<file path="config.mk">
export PLATFORM = sky130hd
export DESIGN_NAME = sysid_check_master
export DESIGN_NICKNAME = d
export VERILOG_FILES = /design/src/rtl/sysid_check_master.sv
export SDC_FILE = /design/constraint.sdc
export NUM_CORES = 1
export LEC_CHECK = 0
export ABC_AREA = 1
export CORE_MARGIN = 2
export CORE_UTILIZATION = 45
export DETAILED_ROUTE_END_ITERATION = 10
export PLACE_DENSITY_LB_ADDON = 0.15
export SLEW_MARGIN = 10
export SYNTH_ARGS = -nofsm -noshare
export SYNTH_HDL_FRONTEND = slang
export SYNTH_SLANG_ARGS = --single-unit
</file>
<file path="constraint.sdc">
create_clock -name clock -period 3.9 [get_ports clock]
set_clock_uncertainty 0.1 [all_clocks]
set_input_delay 0.585 -clock clock [delete_from_list [all_inputs] [get_ports clock]]
set_output_delay 0.585 -clock clock [all_outputs]
set_load 0.02 [all_outputs]
</file>
<file path="src/rtl/sysid_check_master.sv">
// Boot-time system-ID checker: an Avalon-MM read master that fetches the ID and timestamp words
// and latches a pass/fail verdict. Define SYSID_CHECK_TIMEOUT_EN to build the waitrequest stall timeout.
module sysid_check_master #(
  parameter logic [31:0] EXPECTED_ID        = 32'd0,
  parameter logic [31:0] EXPECTED_TIMESTAMP = 32'd1581413829,
  parameter int          MAX_RETRIES        = 3,
  parameter int          TIMEOUT_CYCLES     = 255
) (
  input  logic        clock,
  input  logic        reset,
  input  logic        start,
  output logic        avm_address,
  output logic        avm_read,
  input  logic        avm_waitrequest,
  input  logic [31:0] avm_readdata,
  output logic        busy,
  output logic        done,
  output logic        pass,
  output logic [31:0] id_value,
  output logic [31:0] ts_value,
  output logic        id_mismatch,
  output logic        ts_mismatch,
  output logic        timeout
);

  typedef enum logic [2:0] {IDLE, RD_ID, RD_TS, CHECK, DONE} state_t;

  localparam logic [3:0] RETRY_LIM = 4'(MAX_RETRIES);

  state_t     state, state_nx;
  logic [3:0] retry_cnt;
  logic       accept, id_bad, ts_bad, retry, stall_limit;

  assign accept = avm_read & ~avm_waitrequest;
  assign id_bad = (id_value != EXPECTED_ID);
  assign ts_bad = (ts_value != EXPECTED_TIMESTAMP);
  assign retry  = (id_bad | ts_bad) && (retry_cnt < RETRY_LIM);

`ifdef SYSID_CHECK_TIMEOUT_EN
  localparam logic [15:0] STALL_LIM = 16'(TIMEOUT_CYCLES);
  logic [15:0] stall_cnt;

  // Any non-stalled cycle (including the accept that ends a read) restarts the count.
  always_ff @(posedge clock) begin
    if (reset || !(avm_read && avm_waitrequest)) stall_cnt <= '0;
    else                                         stall_cnt <= stall_cnt + 16'd1;
  end

  assign stall_limit = avm_read & avm_waitrequest & (stall_cnt == STALL_LIM);
`else
  logic unused_timeout_cfg;
  assign unused_timeout_cfg = ^(16'(TIMEOUT_CYCLES));
  assign stall_limit        = 1'b0;
`endif

  always_comb begin
    state_nx    = state;
    avm_read    = 1'b0;
    avm_address = 1'b0;
    case (state)
      IDLE:  if (start) state_nx = RD_ID;
      RD_ID: begin
        avm_read = 1'b1;
        if (accept)           state_nx = RD_TS;
        else if (stall_limit) state_nx = DONE;
      end
      RD_TS: begin
        avm_read    = 1'b1;
        avm_address = 1'b1;
        if (accept)           state_nx = CHECK;
        else if (stall_limit) state_nx = DONE;
      end
      CHECK: state_nx = retry ? RD_ID : DONE;
      DONE:  state_nx = IDLE;
      default: state_nx = IDLE;
    endcase
  end

  assign busy = (state != IDLE);
  assign done = (state == DONE);

  always_ff @(posedge clock) begin
    if (reset) begin
      state       <= IDLE;
      retry_cnt   <= '0;
      pass        <= 1'b0;
      id_value    <= '0;
      ts_value    <= '0;
      id_mismatch <= 1'b0;
      ts_mismatch <= 1'b0;
      timeout     <= 1'b0;
    end else begin
      state <= state_nx;
      case (state)
        IDLE: if (start) begin
          pass        <= 1'b0;
          id_mismatch <= 1'b0;
          ts_mismatch <= 1'b0;
          timeout     <= 1'b0;
          retry_cnt   <= '0;
        end
        RD_ID: begin
          if (accept)           id_value <= avm_readdata;
          else if (stall_limit) timeout  <= 1'b1;
        end
        RD_TS: begin
          if (accept)           ts_value <= avm_readdata;
          else if (stall_limit) timeout  <= 1'b1;
        end
        CHECK: begin
          id_mismatch <= id_bad;
          ts_mismatch <= ts_bad;
          // The verdict is only written once no further retry will happen.
          if (retry) retry_cnt <= retry_cnt + 4'd1;
          else       pass      <= ~(id_bad | ts_bad);
        end
        default: ;
      endcase
    end
  end

endmodule

</file>
==> flow_summary.json <==
{
  "period_minus_slack_ps": 2573,
  "seq_area_frac_synth": 0.4960,
  "fp.dieW_um": 85.47,
  "cts_buffer_depth": 2,
  "synth_cell_types": 21,
  "syn-cell-area_sq_um": 2987,
  "p_total_w": 0.002153,
  "io_buffers": 106,
  "ys.flop_type": "dfxtp_1",
  "row_count": 29,
  "setup_viol": 0,
  "synth_area_per_cell_sq_um": 7.179,
  "rsz0062_at_grt": "false",
  "worstSetupPathType": "reg2out",
  "critPathLaunchType": "flip-flop",
  "p_leak_nw": 1.736,
  "nets": 551,
  "netlist_instances": 416,
  "wire_per_inst_um": 13.73,
  "hp-class": "reg2reg",
  "post_drt_via_cell_ratio": 5.072,
  "drtIter0Drc": 143,
  "cts_made_buffers": 9,
  "crit_chain": "nor2_2 -> nand2_2 -> inv_4 -> clkdlybuf4s50_1",
  "htreeDepth": 3,
  "start_util": 0.4677,
  "worstSkewPairLatency_ps": 340,
  "hold_ws_ps": 344.6,
  "cts_tree": "built",
  "worst_pin_slew_ps": 1196,
  "async_flop_share": 0,
  "cts_sinks": 74,
  "hold_viol_final": 0,
  "synth_nets": 453,
  "ios": 108,
  "yosysMostFrequentCell": "nor2_1",
  "max_freq_ghz": 0.3887,
  "cpMaxStageDelayCell": "clkdlybuf4s50_1",
  "ys_warn_count": 0,
  "fin_area_sq_um": 4327,
  "cp.arrival_ps": 1890,
  "holdBufCountCts": 0,
  "maxSlewHeadroom": 0.2018,
  "drive_gt1_frac": 0.05780,
  "crit_fanout": 28,
  "status": "finished, final reports clean",
  "grt_start_max_net_pins": 44,
  "required_ps": 3210,
  "drv_slew": 0,
  "coreArea_sq_um": 6386,
  "grt_pass1_wl_um": 13230,
  "grt_remaining_overflow": 0,
  "cap_violations": 0,
  "syn2layout_area_growth_pct": 44.87,
  "powerDensity_nw_per_um2": 497.7,
  "drt_wl_total_um": 8184,
  "final_antenna_net_count": 0,
  "synth_edf_count": 0,
  "yosysTopAreaCell": "dfxtp_1",
  "gp_routability_congestion": 0.7812,
  "post_cts_buffers": 0,
  "ys_ff_latch": 74,
  "dieArea_sq_um": 7304,
  "drt_drc_violations_left": 0,
  "firstDrtPassIters": 4,
  "tns_ps": 0,
  "fp.dieH_um": 85.47,
  "diodes": 0,
  "hpwlAfterDp_um": 5657,
  "cp_slowest_stage_delay_ps": 660,
  "ctsResizeCount": 0,
  "ys_top_cells_by_area": "dfxtp_1 50%, nor2_1 14%, nand2_1 8.2%",
  "fin_crit_sh": 0.6597,
  "grt.total_usage": 0.2283,
  "placed_cell_area_sq_um": 4041,
  "antenna_found_initial": 0,
  "vias": 3023,
  "finalNonFillerCells": 596,
  "grt_pass1_vias": 2827,
  "synthDominantCellAreaShare": 0.4960,
  "dp_cells": 580,
  "end_kind": "output pin",
  "ir_drop_mv": 0.3252,
  "yosys-top-cells-count": "109 x nor2_1, 74 x dfxtp_1, 65 x nand2_1",
  "clk_pin_slew_ps": 80,
  "cts-root-buf": "clkbuf_8"
}
## kinds of logic (layout without fill, tap and decap cells)
group,count (synthesis),in the layout,share of synthesized area
buffers and inverters,43,146,0.06913
other,1,1,0.001256
adder cells (fa/ha/maj),1,1,0.004189
AO/OA/AOI/OAI,82,82,0.1374
flip-flops,74,74,0.4960
AND/OR/NAND/NOR,215,215,0.2920
## worst max-delay path, delay by kind of cell (launching register included)
| family | cells | cell delay [ps] |
|---|---|---|
| buffers and inverters | 2 | 910 |
| flip-flops | 1 | 350 |
| AND/OR/NAND/NOR | 2 | 280 |
## where the power goes
part / switching [W] / internal, W
Sequential: 0.0000462 / 0.000818
Combinational: 0.000269 / 0.000202
Clock: 0.000276 / 0.000543
Total: 0.000591 / 0.00156
## state kept, by name, indices dropped and copies added, names as in the netlist
register	count
id_value	32
ts_value	32
retry_cnt	4
state	3
id_mismatch	1
pass	1
ts_mismatch	1
## worst paths after layout
| check | from | depth (start not counted) | slack [ps] | to |
|---|---|---|---|---|
| worst max-delay path | state[0] | 4 | 1330 | avm_address |
| worst min register to register | retry_cnt[2] | 2 | 340 | retry_cnt[2] |
| worst max register to register | state[0] | 7 | 1820 | ts_value[9] |
| worst min-delay path | retry_cnt[2] | 2 | 340 | retry_cnt[2] |
## layout make-up
type                    instances  area (sq um)
fillers                       546          2059
well taps                      77         96.34
clock buffers                  12         165.2
repair buffers                109          1084
flip-flops and latches         74          1481
inverters                      21         81.33
clock inverters                 4         120.1
multi-input cells             299          1299
## stage by stage
stage / utilization / worst slack [ps]
after detailed placement: 0.6328 / 1132
after floorplan: - / 2365
after CTS: 0.6775 / 1312
after global placement: 0.6328 / 1157
after global routing: 0.6775 / 1219
final: 0.6775 / 1327
## routing by layer
metal | track usage | vias up | part of all wire
li1 | - | 1538 | -
met1 | 0.2837 | 1371 | 0.44
met2 | 0.3771 | 100 | 0.47
met3 | 0.06031 | 14 | 0.073
met4 | 0.09091 | 0 | 0.018
met5 | 0 | - | 0
## cell usage in the layout, fill, tap and decap left out
master / instances
nand3_1: 32
nor2_2: 2
buf_4: 3
nor3_1: 2
inv_1: 16
nand2_1: 65
dfxtp_1: 74
clkbuf_8: 12
ha_1: 1
clkdlybuf4s50_1: 106
nor2_1: 109
nand2_4: 1
inv_4: 1
o21ai_0: 33
bufinv_16: 4
conb_1: 1
nand4_1: 1
inv_2: 4
a21oi_1: 40
o21ai_1: 9
nand2_2: 3
(Power assumes the default switching activity.)
